## config.mk

```make
export PLATFORM = sky130hd
export DESIGN_NAME = image_bram_arb
export DESIGN_NICKNAME = d
export VERILOG_FILES = /design/src/rtl/image_bram_arb.sv
export SDC_FILE = /design/constraint.sdc
export NUM_CORES = 1
export LEC_CHECK = 0
export CELL_PAD_IN_SITES_DETAIL_PLACEMENT = 1
export CELL_PAD_IN_SITES_GLOBAL_PLACEMENT = 1
export CORE_MARGIN = 1.5
export CORE_UTILIZATION = 30
export DETAILED_ROUTE_END_ITERATION = 8
export GPL_TIMING_DRIVEN = 1
export PLACE_DENSITY = 0.78
export REMOVE_ABC_BUFFERS = 1
export SLEW_MARGIN = 20
export SYNTH_ARGS = -nofsm -noshare
export SYNTH_HDL_FRONTEND = slang
export SYNTH_SLANG_ARGS = --single-unit
```

## constraint.sdc

```tcl
create_clock -name clk -period 1.2 [get_ports clk]
set_input_delay 0.24 -clock clk [delete_from_list [all_inputs] [get_ports clk]]
set_output_delay 0.24 -clock clk [all_outputs]
set_load 0.05 [all_outputs]
```

## src/rtl/image_bram_arb.sv

```systemverilog
// image_bram_arb
//
// Read-port arbiter for the 320x240 RGB444 image BRAM. The display fetch
// and a host engine (image processing / UART readback) share the single
// synchronous read port. The display path has priority. The host path uses
// a req/ack handshake and is served in cycles the display leaves idle. Both
// paths see a fixed 2-cycle latency from the request edge to the data edge.
//
// Optional build macro: IMAGE_BRAM_ARB_STARVE_GUARD_EN
//   defined   : a host wait counter forces a host slot after STARVE_LIM
//               waiting cycles. The display slot taken this way returns the
//               last display pixel with disp_miss set.
//   undefined : display has absolute priority and disp_miss is tied 0.
//
// Ports
//   clk, rst_n                 system clock, async active-low reset
//   disp_req, disp_addr        display read request (sampled every cycle)
//   disp_data, disp_valid      display read data and its valid strobe
//   disp_miss                  with disp_valid: slot stolen, data repeated
//   host_req, host_addr        host read request (level, held until ack)
//   host_ack                   one-cycle pulse in the grant cycle
//   host_data, host_valid      host read data and its valid strobe
//   bram_addr                  registered BRAM read address
//   bram_data                  BRAM read data, one cycle after the address
module image_bram_arb #(
    parameter int ADDR_W     = 17,
    parameter int DATA_W     = 12,
    parameter int DEPTH      = 76800,
    parameter int STARVE_LIM = 800
) (
    input  logic              clk,
    input  logic              rst_n,
    input  logic              disp_req,
    input  logic [ADDR_W-1:0] disp_addr,
    output logic [DATA_W-1:0] disp_data,
    output logic              disp_valid,
    output logic              disp_miss,
    input  logic              host_req,
    input  logic [ADDR_W-1:0] host_addr,
    output logic              host_ack,
    output logic [DATA_W-1:0] host_data,
    output logic              host_valid,
    output logic [ADDR_W-1:0] bram_addr,
    input  logic [DATA_W-1:0] bram_data
);

    typedef enum logic [1:0] {
        OWN_NONE = 2'd0,
        OWN_DISP = 2'd1,
        OWN_HOST = 2'd2
    } owner_t;

    // One extra bit so a DEPTH equal to 2**ADDR_W still compares correctly.
    localparam logic [ADDR_W:0] DEPTH_X = (ADDR_W + 1)'(DEPTH);

    owner_t              grant;
    logic [ADDR_W-1:0]   gnt_addr;
    logic                gnt_zero;
    logic                force_host;

    owner_t              own1, own2;
    logic                zero1, zero2;
    logic [DATA_W-1:0]   rd_data;

    always_comb begin
        grant    = OWN_NONE;
        if (force_host)
            grant = OWN_HOST;
        else if (disp_req)
            grant = OWN_DISP;
        else if (host_req)
            grant = OWN_HOST;
        gnt_addr = (grant == OWN_HOST) ? host_addr : disp_addr;
        gnt_zero = ({1'b0, gnt_addr} >= DEPTH_X);
    end

    // Stage 1 travels with the address, stage 2 with the BRAM read cycle.
    always_ff @(posedge clk or negedge rst_n) begin
        if (!rst_n) begin
            bram_addr <= '0;
            host_ack  <= 1'b0;
            own1      <= OWN_NONE;
            zero1     <= 1'b0;
            own2      <= OWN_NONE;
            zero2     <= 1'b0;
        end else begin
            host_ack <= (grant == OWN_HOST);
            own1     <= grant;
            zero1    <= gnt_zero && (grant != OWN_NONE);
            own2     <= own1;
            zero2    <= zero1;
            // Idle cycles leave the address bus untouched.
            if (grant != OWN_NONE)
                bram_addr <= gnt_zero ? '0 : gnt_addr;
        end
    end

    assign rd_data = zero2 ? '0 : bram_data;

`ifdef IMAGE_BRAM_ARB_STARVE_GUARD_EN
    localparam int CNT_W = $clog2(STARVE_LIM + 1);

    logic [CNT_W-1:0]  wait_cnt;
    logic              miss1, miss2;
    logic [DATA_W-1:0] last_pix;

    // The counter cannot pass STARVE_LIM: reaching it forces the host grant,
    // which clears it on the same edge.
    assign force_host = host_req && (wait_cnt == CNT_W'(STARVE_LIM));

    always_ff @(posedge clk or negedge rst_n) begin
        if (!rst_n) begin
            wait_cnt <= '0;
            miss1    <= 1'b0;
            miss2    <= 1'b0;
            last_pix <= '0;
        end else begin
            if (!host_req || grant == OWN_HOST)
                wait_cnt <= '0;
            else
                wait_cnt <= wait_cnt + CNT_W'(1);
            // A display request losing to a forced host slot still gets a
            // (repeated) pixel so the VGA stream never loses a beat.
            miss1 <= force_host && disp_req;
            miss2 <= miss1;
            if (own2 == OWN_DISP)
                last_pix <= rd_data;
        end
    end

    always_ff @(posedge clk or negedge rst_n) begin
        if (!rst_n)
            disp_miss <= 1'b0;
        else
            disp_miss <= miss2;
    end
`else
    assign force_host = 1'b0;
    assign disp_miss  = 1'b0;
`endif

    always_ff @(posedge clk or negedge rst_n) begin
        if (!rst_n) begin
            disp_data  <= '0;
            disp_valid <= 1'b0;
            host_data  <= '0;
            host_valid <= 1'b0;
        end else begin
            host_valid <= (own2 == OWN_HOST);
            if (own2 == OWN_HOST)
                host_data <= rd_data;
`ifdef IMAGE_BRAM_ARB_STARVE_GUARD_EN
            disp_valid <= (own2 == OWN_DISP) || miss2;
            if (own2 == OWN_DISP)
                disp_data <= rd_data;
            else if (miss2)
                disp_data <= last_pix;
`else
            disp_valid <= (own2 == OWN_DISP);
            if (own2 == OWN_DISP)
                disp_data <= rd_data;
`endif
        end
    end

endmodule

```

==> Yosys cells after proc, flatten, opt, wreduce, memory -nomap -nowiden <==
Index checks and enable logic that the tools add are counted.
{ "word_totals": {"reg_bits": 50, "in_bits": 50, "out_inout_bits": 45, "wordCells": 21} }
{ "classes": {"n_lt_le_gt_ge": 1, "eq_ne": 3, "mux": 5, "n_reduce_logical": 2} }
{ "op_table": {"columns": ["op", "n"], "rows": [
  ["17-bit two-way mux", 2],
  ["17-bit >= comparator (second input constant)", 1],
  ["12-bit two-way mux", 1],
  ["2-bit == test (second input constant)", 2],
  ["2-bit two-way mux", 2],
  ["2-bit by 1-bit == test with 1-bit output (second input constant)", 1],
  ["2-bit nonzero test", 1],
  ["1-bit logical AND", 1]
]} }

==> Logic depth before layout (Yosys ltp) <==
{ "depth": {"depth_word": 6, "mapped_depth": 8, "mapped_depth_nobuf": 6} }

==> Least setup slack after synthesis <==
No wires, ideal clock.
{ "synth_path": {"path_type": "input-to-reg", "start": "in disp_req", "end": "reg bram_addr[12]", "setup_ps": 73, "t_arrival_ps": 1351, "t_required_ps": 1127, "path_slack_ps": -224, "path_stages": 8, "n_path_buf": 2, "path_cell_list": "buf_6 > nand2b_4 > inv_6 > mux2i_1 > a21o_2 > a21oi_4 > buf_6 > a21oi_2"} }
{ "synth_via": {"elab_chain_cells": 5, "word_cells_on_any_way": 6, "classes_between": "1 x order compare; 1 x eq/ne; 3 x mux; 1 x reduce/logical"} }
{ "synth_rtl": {"columns": ["item", "line_no", "rtl"], "rows": [
  ["start: declaration", "33", "input logic disp_req,"],
  ["2-bit two-way mux (*)", "69", "else if (disp_req)"],
  ["named net grant[1]", "56", "owner_t grant;"],
  ["2-bit == test", "73", "gnt_addr = (grant == OWN_HOST) ? host_addr : disp_addr;"],
  ["17-bit two-way mux", "73", null],
  ["17-bit >= comparator", "74", "gnt_zero = ({1'b0, gnt_addr} >= DEPTH_X);"],
  ["17-bit two-way mux", "94", "bram_addr <= gnt_zero ? '0 : gnt_addr;"],
  ["end signal: assignment", "94", null],
  ["end: declaration", "43", "output logic [ADDR_W-1:0] bram_addr,"]
]} }
Mark *: on every way through the listed nets, which the timed path passes. The rest lies on a longest branch.
A chain may end at the register's enable or synchronous reset.

==> Worst setup path in the final report <==
{ "layout_path": {"start": "in disp_req", "end": "reg zero1"} }
{ "layout_via": {"elab_chain_cells": 5, "word_cells_on_any_way": 6, "classes_between": "1 x order compare; 1 x eq/ne; 2 x mux; 2 x reduce/logical"} }
{ "layout_rtl": {"columns": ["item", "line_no", "rtl"], "rows": [
  ["2-bit two-way mux (*)", "69", null],
  ["2-bit == test", "73", null],
  ["17-bit two-way mux", "73", null],
  ["17-bit >= comparator", "74", null],
  ["1-bit logical AND (*)", "89", "zero1 <= gnt_zero && (grant != OWN_NONE);"],
  ["end signal: assignment", "89", null],
  ["end: declaration", "62", "logic zero1, zero2;"]
]} }
Every way passes the cells marked *; elsewhere a longest branch is shown, timed or not.

==> results.json <==
{
  "postRouteAntennaNets": 0,
  "pwr_density_cell_mw_per_mm2": 1390,
  "wl_per_cell_um": 16.5,
  "yosys_most_used_dff": "dfrtp_1",
  "die_area_mm2": 0.00742,
  "power_frac_comb_pct": 39.6,
  "clock_latency_ps": 300,
  "die_h_um": 86.1,
  "cp_max_fo": 8,
  "io_pins": 95,
  "total_power_w": 0.00545,
  "crit_chain": "buf_8, nand2b_4, buf_4, a31oi_2, a21o_2, a21oi_4, buf_12, and2_4",
  "design_area_mm2": 0.00393,
  "vdd_ir_drop_max_v": 0.000546,
  "drv_cap": 0,
  "die_w_um": 86.1,
  "portBuffers": 93,
  "place_area_mm2": 0.00363,
  "rsz0062_at_grt": "yes",
  "ctsHtreeMaxLevel": 2,
  "power_frac_seq_pct": 38.1,
  "endpoint_kind": "flop",
  "viasPerCell": 4.83,
  "first_iter_violations": 32,
  "critPathKind": "input port to flop",
  "p_clk_share_pct": 22.3,
  "cp.required_ps": 1400,
  "async_flop_share_pct": 100,
  "synth_edf_count": 0,
  "skew_ps": 4.85,
  "hold_class": "input port to flop",
  "fp.coreArea_mm2": 0.00672,
  "synth_top_cell_by_area": "dfrtp_1",
  "outcome": "complete, but fails checks",
  "start_util_pct": 30.9,
  "ys_warn_count": 0,
  "cts_inserted_buffers": 5,
  "critPathMaxStageDelay_ps": 240,
  "slew_viol_final": 0,
  "internal_power_w": 0.00360,
  "n_antenna_cell": 0,
  "drtPass1Iterations": 4,
  "grtUsageTotal_pct": 17.8,
  "synth_common_cells": "dfrtp_1 (49), nand2_1 (36), o21ai_0 (30), nand2b_1 (14), a22oi_1 (12)",
  "slowest_stage": "a31oi_2",
  "grt-ovfl-total": 0,
  "syn_area_per_cell_um2": 10.6,
  "drt_wl_total_um": 6450,
  "yosys.area.top_type_share_pct": 59.1,
  "leakage_nw": 1.79,
  "clockBufferDepth": 2,
  "route.detailed.drc": 0,
  "clock-sinks": 49,
  "grt_pass1_wl_um": 10100,
  "violations": "negative setup slack",
  "arrival_ps": 1470,
  "cts.reportedPaths.clkPinSlew_ps": 90,
  "dp.cells": 373,
  "setup_ws_ps": -69.6,
  "netSwitchingPower_w": 0.00185,
  "clock.fmax_mhz": 788,
  "nFillCells": 666,
  "hold_violations": 0,
  "finalCritPeriodShare_pct": 106,
  "hpwl_um": 4580,
  "grt_pass1_vias": 2062,
  "postSynthRegisterBits": 49,
  "grt_max_degree": 50,
  "synth.cell_area_mm2": 0.00207,
  "cp-start-kind": "input port",
  "fin_cells": 391,
  "period_needed_ps": 1270,
  "synth_area_leaders": "dfrtp_1 (59%), o21ai_0 (7.2%), nand2_1 (6.5%)",
  "ys_types": 30,
  "pre_cts_ws_ps": -853,
  "layout-drive-gt1-share_pct": 34.4,
  "vias": 1888,
  "root_buffer": "clkbuf_8",
  "cts_tree": "done",
  "antenna_found_initial": 0,
  "finalSetupViolations": 17,
  "syn_to_final_growth_pct": 89.4,
  "synthCells": 196,
  "synth.most_common_cell": "dfrtp_1",
  "swShare_pct": 33.9,
  "gp_congestion": 0.779,
  "rows": 30,
  "num-nets-final": 360,
  "synth_seq_area_share_pct": 59.1
}
[cells in the final DEF (no fill, tap or decap), types with 2 or more instances in the layout]
master / count
a22oi_1: 12
buf_12: 47
dfrtp_1: 49
clkbuf_8: 6
nand2b_1: 14
o21ai_1: 2
o21ai_0: 24
inv_1: 3
buf_4: 18
a21oi_2: 3
nand2_1: 36
nor2_1: 5
dlymetal6s2s_1: 4
buf_6: 4
nor3b_1: 2
o21ai_2: 12
a221o_1: 2
dlygate4sd2_1: 8
clkdlybuf4s50_1: 32
a21oi_1: 3
mux2i_4: 2
clkdlybuf4s15_1: 2
[per-stage QoR]
step	hold slack, ps	setup TNS (ps)	utilization (%)
2_1_floorplan	-55.6	-3490	-
3_3_place_gp	250	-11640	54.1
3_5_place_dp	251	-13840	54.1
4_1_cts	265	-742	57.7
5_1_grt	266	-982	58.5
6_report	280	-626	58.5
[cells by family (layout without fill, tap and decap cells)]
group / Yosys count / after routing / share of synthesized area, %
buffers and inverters: 16 / 131 / 4.04
and+or+nand+nor: 63 / 63 / 14.5
muxes: 3 / 3 / 1.63
AOI/OAI and AO/OA: 64 / 64 / 20.5
DFF: 49 / 49 / 59.1
other: 1 / 1 / 0.181
[cell type report]
cell class	count	area [um^2]	area share, %
tap	80	100	2.55
clock inverter	1	30.0	0.765
multi-input combinational	131	828	21.1
sequential	49	1230	31.2
timing repair buffer	119	1640	41.7
clock buffer	7	86.3	2.20
inverter	4	20.0	0.510
[what timing repair did]
| action | in CTS | in global routing |
|---|---|---|
| gates cloned | 1 | 1 |
| endpoints found under the setup margin | 18 | 18 |
| endpoints found under the hold margin | 49 | 0 |
| hold buffers | 1 | 0 |
| setup buffers | 6 | 1 |
| gates resized for setup | 38 | 17 |
| pin swaps | 21 | 8 |
[routing by layer]
layer  track usage, %  share of wire, %  routed length, um  up-vias
met5                0                 0                  0        -
met4             4.40               1.3                 85        0
met3             4.14               5.3                341        7
met2             33.1                53               3390       73
met1             20.5                41               2630      913
li1                 -                 -                  -      895
[power groups by stage]
stage	Sequential, W	Combinational (W)	Clock [W]
after floorplan	0.00264	0.000280	0
after global placement	0.00210	0.00206	0
after detailed placement	0.00211	0.00209	0
after CTS	0.00208	0.00216	0.00126
after global routing	0.00210	0.00225	0.00133
final	0.00207	0.00216	0.00122
[final timing paths]
path	start	to	slack (ps)	depth (start not counted)
setup reg to reg	own2[1]	disp_data[9]	160	4
setup / recovery	disp_req	zero1	-70	8
hold / removal	disp_req	own1[0]	280	2
min in group asynchronous	rst_n	disp_data[10]	450	3
hold reg to reg	own1[0]	own2[0]	360	0
max in group asynchronous	rst_n	bram_addr[15]	530	3
[registers in the layout, indices dropped and copies added (netlist names)]
name        cells
bram_addr      17
disp_data      12
disp_valid      1
host_ack        1
host_data      12
host_valid      1
own1            1
own2            2
zero1           1
zero2           1
[critical path: cells and delay by family]
kind,cells,cell delay (ps)
buffers and inverters,3,410
AO/OA/AOI/OAI,3,520
AND/OR/NAND/NOR,2,310
(Power assumes the default switching activity.)
